## config.mk

```make
export PLATFORM = sky130hd
export DESIGN_NAME = bus_select_reg
export DESIGN_NICKNAME = d
export VERILOG_FILES = /design/src/rtl/bus_pkg.sv /design/src/rtl/bus_sel_decode.sv /design/src/rtl/bus_select_reg.sv
export SDC_FILE = /design/constraint.sdc
export NUM_CORES = 1
export LEC_CHECK = 0
export ABC_AREA = 1
export BUFFER_PORTS_ARGS = -buffer_cell sky130_fd_sc_hd__buf_2
export CAP_MARGIN = 10
export CORE_MARGIN = 2
export CORE_UTILIZATION = 29
export DETAILED_ROUTE_END_ITERATION = 12
export GPL_ROUTABILITY_DRIVEN = 1
export GPL_TIMING_DRIVEN = 0
export PLACE_DENSITY_LB_ADDON = 0.15
export SKIP_LAST_GASP = 1
export SYNTH_ARGS = -nofsm -noshare
export SYNTH_HDL_FRONTEND = slang
export SYNTH_SLANG_ARGS = --single-unit
```

## constraint.sdc

```tcl
create_clock -name clock -period 2.45 [get_ports clock]
set_clock_uncertainty 0.05 [all_clocks]
set_input_delay 0.49 -clock clock [delete_from_list [all_inputs] [get_ports clock]]
set_output_delay 0.49 -clock clock [all_outputs]
set_load 0.05 [all_outputs]
```

## src/rtl/bus_pkg.sv

```systemverilog
// Shared constants and helpers for the processor bus selector.
// Source index map, default bus width and the one-hot legality check.
package bus_pkg;

    localparam int unsigned BUS_WIDTH = 16;
    localparam int unsigned BUS_NSRC  = 10;

    // Source slots on the shared bus, matching sel bit positions.
    localparam int unsigned SRC_DIN = 0;
    localparam int unsigned SRC_R0  = 1;
    localparam int unsigned SRC_R1  = 2;
    localparam int unsigned SRC_R2  = 3;
    localparam int unsigned SRC_R3  = 4;
    localparam int unsigned SRC_R4  = 5;
    localparam int unsigned SRC_R5  = 6;
    localparam int unsigned SRC_R6  = 7;
    localparam int unsigned SRC_PC  = 8;
    localparam int unsigned SRC_G   = 9;

    // Widest select vector onehot_ok can judge; callers zero-extend into it.
    localparam int unsigned SEL_MAX = 64;

    typedef logic [SEL_MAX-1:0] sel_vec_t;

    function automatic logic onehot_ok(input sel_vec_t sel);
        logic nonzero;
        logic single;
        nonzero = (sel != '0);
        single  = ((sel & (sel - sel_vec_t'(1))) == '0);
        return nonzero && single;
    endfunction

endpackage

```

## src/rtl/bus_sel_decode.sv

```systemverilog
// Combinational select decoder: turns a select vector into a source index and a good flag.
// BUS_SEL_PRIORITY_EN: multi-hot resolves to the lowest set bit instead of being rejected.
module bus_sel_decode
    import bus_pkg::*;
#(
    parameter int unsigned NSRC  = BUS_NSRC,
    parameter int unsigned IDX_W = (NSRC > 1) ? $clog2(NSRC) : 1
) (
    input  logic [NSRC-1:0]  sel,
    output logic [IDX_W-1:0] idx,
    output logic             good
);

    logic any_set;

    assign any_set = |sel;

    // Descending scan leaves the lowest set index; for a legal one-hot that is the only bit.
    always_comb begin
        idx = '0;
        for (int i = int'(NSRC) - 1; i >= 0; i--) begin
            if (sel[i]) begin
                idx = IDX_W'(i);
            end
        end
    end

`ifdef BUS_SEL_PRIORITY_EN
    assign good = any_set;
`else
    logic strict_ok;

    assign strict_ok = onehot_ok(sel_vec_t'(sel));
    assign good      = any_set & strict_ok;
`endif

endmodule

```

## src/rtl/bus_select_reg.sv

```systemverilog
// Registered one-hot bus selector with valid/ready handshake and malformed-select tracking.
// Select legality comes from bus_sel_decode, which honours BUS_SEL_PRIORITY_EN.
module bus_select_reg
    import bus_pkg::*;
#(
    parameter int unsigned WIDTH = BUS_WIDTH,
    parameter int unsigned NSRC  = BUS_NSRC,
    parameter int unsigned ERR_W = 8
) (
    input  logic                  clock,
    input  logic                  reset,
    input  logic [NSRC*WIDTH-1:0] src_flat,
    input  logic [NSRC-1:0]       sel,
    input  logic                  in_valid,
    output logic                  in_ready,
    output logic [WIDTH-1:0]      bus_out,
    output logic                  out_valid,
    input  logic                  out_ready,
    output logic                  sel_err,
    output logic [ERR_W-1:0]      err_cnt
);

    localparam int unsigned IDX_W = (NSRC > 1) ? $clog2(NSRC) : 1;

    logic [WIDTH-1:0] src_arr [NSRC];
    logic [IDX_W-1:0] sel_idx;
    logic             sel_good;
    logic [WIDTH-1:0] src_pick;

    logic             accept;
    logic             good_accept;
    logic             bad_accept;
    logic             consume;
    logic             err_full;

    logic [WIDTH-1:0] bus_q, bus_d;
    logic             valid_q, valid_d;
    logic             err_q, err_d;
    logic [ERR_W-1:0] cnt_q, cnt_d;

    for (genvar g = 0; g < NSRC; g++) begin : g_src
        assign src_arr[g] = src_flat[g*WIDTH +: WIDTH];
    end

    bus_sel_decode #(
        .NSRC  (NSRC),
        .IDX_W (IDX_W)
    ) u_decode (
        .sel  (sel),
        .idx  (sel_idx),
        .good (sel_good)
    );

    assign src_pick = src_arr[sel_idx];

    // Ready only depends on output state, so it never combinationally loops back to in_valid.
    assign in_ready    = ~valid_q | out_ready;
    assign accept      = in_valid & in_ready;
    assign good_accept = accept & sel_good;
    assign bad_accept  = accept & ~sel_good;
    assign consume     = valid_q & out_ready;
    assign err_full    = (cnt_q == {ERR_W{1'b1}});

    always_comb begin
        bus_d   = bus_q;
        valid_d = valid_q;
        if (good_accept) begin
            bus_d   = src_pick;
            valid_d = 1'b1;
        end else if (consume) begin
            valid_d = 1'b0;
        end
    end

    always_comb begin
        err_d = err_q;
        cnt_d = cnt_q;
        if (bad_accept) begin
            err_d = 1'b1;
            if (!err_full) begin
                cnt_d = cnt_q + ERR_W'(1);
            end
        end
    end

    always_ff @(posedge clock) begin
        if (reset) begin
            bus_q   <= '0;
            valid_q <= 1'b0;
            err_q   <= 1'b0;
            cnt_q   <= '0;
        end else begin
            bus_q   <= bus_d;
            valid_q <= valid_d;
            err_q   <= err_d;
            cnt_q   <= cnt_d;
        end
    end

    assign bus_out   = bus_q;
    assign out_valid = valid_q;
    assign sel_err   = err_q;
    assign err_cnt   = cnt_q;

endmodule

```

==> results.yml, run 1 <==
run_status:
  run_status: "completed"
power:
  max-vdd-ir-drop_uv: 185
  swShare_pct: 34.8
  clock_power_share_pct: 26.7
  total_leakage_power_uw: 0.00269
  post-layout-total-power_uw: 1330
  power_report.internal_total_uw: 868
  p_seq_share_pct: 32.3
  sw_pwr_uw: 463
  cellPowerDensity_nw_per_um2: 300
  power_frac_comb_pct: 41.0
final_layout:
  combined_area_of_the_multi_input_logic_cells_um2: 2010
  fillerInstances: 1228
  layout_commonest_cell: "sky130_fd_sc_hd__buf_2"
  design.final.nets: 992
  layout.area.seq_um2: 520
  final_cell_area_um2: 4440
  synth_to_layout_area_growth_pct: 39.2
  drive_above_1_share_pct: 27.1
  layout.cells.most_common_list: "201 x sky130_fd_sc_hd__buf_2, 171 x sky130_fd_sc_hd__nand3_1, 130 x sky130_fd_sc_hd__inv_1"
synth:
  synth_async_sr_flop_share_pct: 0
  yosys.area.top_type: "sky130_fd_sc_hd__nand3_1"
  postSynth.topFlopCell: "sky130_fd_sc_hd__dfxtp_1"
  yosys_warnings: 0
  synth_area_per_cell_um2: 5.20
  synth.lib_cells_used.distinct: 29
  ys_ff_latch: 26
  postSynthCellCount: 613
  synth_top_area_share_pct: 26.8
  post_synth_main_area_contributors: "sky130_fd_sc_hd__nand3_1 27%, sky130_fd_sc_hd__dfxtp_1 16%, sky130_fd_sc_hd__inv_1 15%"
  post_synth_instance_area_um2: 3190
  synth_nets: 788
  synth_seq_area_share_pct: 16.3
  synth-edff-count: 0
setup_path:
  cp_cell_sequence: "buf_2, nor2_2, nand2_2, nor3_4, inv_2, nand2_1, nand4_2, nor2_4, inv_2, buf_6, nor2_1, a21oi_1"
  timing_worst_setup_path_type: "in2reg"
  crit-reg2reg-launch: "err_cnt[0]"
  max_stage_delay_ns: 0.29
  crit_start: "sel[3]"
  cp_capture_type: "flop"
  rr_endpoint: "err_cnt[7]"
  critPathArrivalTime_ns: 2.32
  setup.worst_path.start_class: "primary input"
  r2r_cells: 7
  setup.worst_path.end: "bus_out[13]"
  cpMaxStageDelayCell: "sky130_fd_sc_hd__nor3_4"
  crit_path_frequent_cell: "sky130_fd_sc_hd__inv_2"
  worstPathRequired_ns: 2.56
  reg2reg_slack_ns: 0.59
  worst_path_maximum_fanout: 10
grt:
  grt_first_pass_wirelength_mm: 20.1
  global_route.peak_usage_layer: "met2"
  grt_remaining_overflow: 0
  number_of_antenna_violations_at_the_first_check_in_global_routing: 1
  number_of_global_route_vias_before_repair: 4355
  groute.layer.met3.usage_pct: 2.75
  grtUsageTotal_pct: 21.3
  met1_usage_pct: 27.5
  grt_use_met2_pct: 37.9
  grt_max_degree: 16
clocking:
  cts_buffer_depth: 2
  cts_max_level: 1
  clock_insertion_delay_at_the_later_pin_of_the_skew_report_ns: 0.27
  tritoncts: "built"
  postCtsHoldBufs: 0
  clock-sinks: 26
  path_clk_slew_ns: 0.10
  cts_root_buffer: "sky130_fd_sc_hd__clkbuf_8"
  cts_made_buffers: 3
hold_path:
  holdCritPathClass: "reg2reg"
  holdPathStages: 2
run:
  maxCapViolations: 0
timing:
  tightest_slew_ns: 0.591
  setup_repair_after_global_routing_missed_its_margin: "false"
  clock.fmax_ghz: 0.453
  final_period_minus_worst_setup_slack_ns: 2.21
  finalWorstSetupSlack_ns: 0.240
  slew_violations: 0
  timing.final.crit_share_pct: 90.2
  timing.final.hold_violations: 0
  max-slew-margin-rel_pct: 60.6
  setup_violations: 0
  fin_setup_tns_ns: 0
place:
  io_buffer_count: 199
  gpl.final_weighted_congestion: 0.915
  post-dp-hpwl_mm: 10.9
  dpl-instance-area_um2: 4360
  dp_slack_ns: -0.0805
drt:
  firstDrtPassIters: 5
  routed_wl_mm: 12.7
  vias: 4568
  vias_per_cell: 4.77
  dr_wl_cell_um: 13.3
  drcViolationCount: 0
  dr.first_iter.drc_count: 235
  antenna_violating_nets_post_route: 0
floorplanning:
  fp.dieW_um: 109
  die_h_um: 109
  die_area_um2: 11900
  core.rowCount: 38
  fp.coreArea_um2: 10800
  io_pins: 201
  initial_core_utilization_pct: 29.6
## worst min-delay path by stage
stage            start      end  slack [ns]
2_1_floorplan  sel_err  sel_err        0.65
4_1_cts        sel_err  sel_err        0.44
6_report       sel_err  sel_err        0.43
3_3_place_gp   sel_err  sel_err        0.40
5_1_grt        sel_err  sel_err        0.47
3_5_place_dp   sel_err  sel_err        0.42
## metal layers
metal	share of wire [%]	vias to the layer above
met5	0	-
met4	1.8	0
met3	6.3	16
met2	48	166
met1	44	2036
li1	-	2350
## timing repair
item                                    4_1_cts  5_1_grt
buffers inserted                              0        0
gates resized for setup                       0        5
endpoints found under the setup margin        0        3
hold endpoints to repair                      0        0
## sequential cells by signal (all words and copies together), names as in the netlist
register / cells
sel_err: 1
bus_out: 16
out_valid: 1
err_cnt: 8
## final cells by class
cell class              count  area share, %
flip-flops and latches     26           11.7
clock inverters             1          0.676
plain buffers              38           3.75
well taps                 140           3.94
clock buffers               3          0.930
inverters                 132           11.2
multi-input cells         417           45.4
diodes                      1         0.0563
repair buffers            199           22.4
## kinds of logic after synthesis
kind of cell | count (synthesis) | share of synthesized area, %
AOI/OAI and AO/OA | 66 | 10.5
adders and majority gates | 1 | 0.392
and+or+nand+nor | 345 | 50.8
buffers and inverters | 170 | 20.7
xor gates and xnor gates | 5 | 1.37
DFF | 26 | 16.3
## critical path, delay by kind of cell
kind / cells / cell delay, ns
AO/OA/AOI/OAI: 1 / 0.08
buffers and inverters: 4 / 0.53
AND/OR/NAND/NOR: 7 / 1.22
## cells in the mapped netlist, types with 2 or more instances
cell                       count
sky130_fd_sc_hd__nand3_1     171
sky130_fd_sc_hd__inv_1       130
sky130_fd_sc_hd__nand2_1      91
sky130_fd_sc_hd__nor2_1       54
sky130_fd_sc_hd__clkbuf_1     28
sky130_fd_sc_hd__a21oi_1      27
sky130_fd_sc_hd__o21ai_0      27
sky130_fd_sc_hd__dfxtp_1      26
sky130_fd_sc_hd__nand3b_1     16
sky130_fd_sc_hd__o21ai_1      10
sky130_fd_sc_hd__buf_1         5
sky130_fd_sc_hd__nor2_2        3
sky130_fd_sc_hd__xor2_1        3
sky130_fd_sc_hd__buf_2         2
sky130_fd_sc_hd__buf_6         2
sky130_fd_sc_hd__inv_2         2
sky130_fd_sc_hd__nand2_2       2
sky130_fd_sc_hd__nor3_1        2
sky130_fd_sc_hd__xnor2_1       2
## power groups by stage
stage	clock network [uW]	registers [uW]	logic [uW]
final	355	430	545
after global routing	387	432	615
after CTS	371	430	545
after detailed placement	0	440	542
after global placement	0	440	536
after floorplan	0	455	286
## stage by stage
stage	hold WS [ns]	cells	utilization [%]
floorplan	0.647	613	-
global placement	0.403	952	40.4
detailed placement	0.419	952	40.4
CTS	0.443	956	41.1
global route	0.467	957	41.2
finish	0.429	957	41.2
(Power assumes the default switching activity.)
==> run 2: changes to the inputs <==
Settings changed: GPL_TIMING_DRIVEN 0 to default.
==> run 2 against run 1 <==
Non-clock buffer count fell by 23. Sequential share of layout area fell by 0.075 points. Register-to-register slack barely moved. Setup slack improved by 0.27 ns. Critical endpoint is now err_cnt[5]. Wire length fell by 1.4%. Final cell count fell by 2.5%. Sequential power barely moved. Global-route usage fell by 0.062 points.
==> results.yml, run 2 (synthesis results as in run 1) <==
setup_path:
  cp_capture_type: "flop"
  crit-reg2reg-launch: "err_cnt[1]"
  rr_endpoint: "err_cnt[5]"
  critPathArrivalTime_ns: 2.10
  reg2reg_slack_ns: 0.60
  worst_path_maximum_fanout: 11
  setup.worst_path.start_class: "primary input"
  worstPathRequired_ns: 2.61
  r2r_cells: 7
  timing_worst_setup_path_type: "in2reg"
final_layout:
  fillerInstances: 1188
  layout.cells.most_common_list: "200 x sky130_fd_sc_hd__buf_2, 171 x sky130_fd_sc_hd__nand3_1, 129 x sky130_fd_sc_hd__inv_1"
  design.final.nets: 969
  layout_commonest_cell: "sky130_fd_sc_hd__buf_2"
  finalNonFillerCells: 933
  layout.area.seq_um2: 520
  drive_above_1_share_pct: 29.3
  combined_area_of_the_multi_input_logic_cells_um2: 2030
  finish.utilization_pct: 41.4
  antenna_cells: 0
  largest_register_ffs: 16
  synth_to_layout_area_growth_pct: 40.1
  final_cell_area_um2: 4470
clocking:
  cts_setup_buffers: 0
  tritoncts: "built"
  cts_buffer_depth: 2
  cts.repair.resized: 0
  cts_root_buffer: "sky130_fd_sc_hd__clkbuf_8"
  postCtsHoldBufs: 0
  cts_max_level: 1
  clock_insertion_delay_at_the_later_pin_of_the_skew_report_ns: 0.27
  clock-sinks: 26
  cts_made_buffers: 3
  path_clk_slew_ns: 0.10
power:
  max-vdd-ir-drop_uv: 269
  cellPowerDensity_nw_per_um2: 300
  post-layout-total-power_uw: 1340
  total_leakage_power_uw: 0.00272
run_status:
  run_status: "completed"
floorplanning:
  core.rowCount: 38
  die_h_um: 109
  io_pins: 201
  initial_core_utilization_pct: 29.6
  die_area_um2: 11900
  fp.coreArea_um2: 10800
  fp.dieW_um: 109
drt:
  firstDrtPassIters: 5
  routed_wl_mm: 12.6
  vias: 4485
  vias_per_cell: 4.81
  drcViolationCount: 0
  dr.first_iter.drc_count: 289
  antenna_violating_nets_post_route: 0
  dr_wl_cell_um: 13.5
place:
  io_buffer_count: 200
  post-dp-hpwl_mm: 10.0
  gpl.final_weighted_congestion: 0.885
  dpl-instance-area_um2: 4400
  post-place-cells: 929
run:
  maxCapViolations: 0
timing:
  slew_violations: 0
  fin_setup_tns_ns: 0
  timing.final.crit_share_pct: 79.1
  clock.fmax_ghz: 0.516
  setup_repair_after_global_routing_missed_its_margin: "false"
  max-slew-margin-rel_pct: 62.9
  final_period_minus_worst_setup_slack_ns: 1.94
  setup_violations: 0
  tightest_slew_ns: 0.556
  timing.final.hold_violations: 0
hold_path:
  endpoint_with_the_worst_hold_slack: "sel_err"
  hold_start: "sel_err"
  holdPathStages: 2
  holdCritPathClass: "reg2reg"
grt:
  grtUsageTotal_pct: 21.2
  grt_first_pass_wirelength_mm: 20.2
  grt_max_degree: 66
  number_of_antenna_violations_at_the_first_check_in_global_routing: 0
  grt_remaining_overflow: 0
  number_of_global_route_vias_before_repair: 4219
run 2: changes by cell type in the layout (fill, tap and decap cells not counted), sizes merged:
cell / before / now
diode: 1 / 0
clkbuf: 31 / 3
buf: 209 / 214
run 2: worst max-delay path, stage by stage:
cell and delay, ns:
sky130_fd_sc_hd__buf_2 0.12, sky130_fd_sc_hd__nor2_2 0.24, sky130_fd_sc_hd__nand2_2 0.14, sky130_fd_sc_hd__o31ai_1 0.27, sky130_fd_sc_hd__nand4_2 0.17, sky130_fd_sc_hd__nor2b_1 0.20
sky130_fd_sc_hd__buf_12 0.14, sky130_fd_sc_hd__nand2_2 0.12, sky130_fd_sc_hd__nand2_1 0.07, sky130_fd_sc_hd__a21oi_1 0.12
run 2: final cells by class:
class	count	area share, %
clock inverters	1	0.672
inverters	132	11.1
flip-flops and latches	26	11.6
clock buffers	3	0.924
multi-input cells	417	45.3
well taps	140	3.92
repair buffers	214	26.4
run 2: worst max-delay path by stage:
| stage | start | end | slack, ns |
|---|---|---|---|
| final | sel[3] | err_cnt[5] | 0.51 |
| after global routing | sel[8] | bus_out[7] | 0.31 |
| after CTS | sel[3] | err_cnt[5] | 0.52 |
| after detailed placement | sel[3] | err_cnt[4] | 0.22 |
| after global placement | sel[8] | bus_out[6] | 0.26 |
| after floorplan | sel[7] | bus_out[0] | 0.46 |
run 2: where the power goes:
group	switching [uW]	internal [uW]	leakage [uW]	total (uW)
combinational	313	236	0.00247	549
sequential	4.41	426	0.000210	431
clock	142	219	0.0000357	360
total	459	881	0.00272	1340
run 2: layer usage:
metal	part of all wire (%)	global-route usage, %	vias up
met5	0	0	-
met4	1.5	4.58	0
met3	5.2	2.57	14
met2	48	35.8	159
met1	45	28.9	2011
li1	-	-	2301
run 2: stage by stage:
step,hold slack [ns],setup WS (ns)
finish,0.434,0.513
global route,0.457,0.309
CTS,0.445,0.518
detailed placement,0.422,0.217
global placement,0.421,0.255
floorplan,0.647,0.464
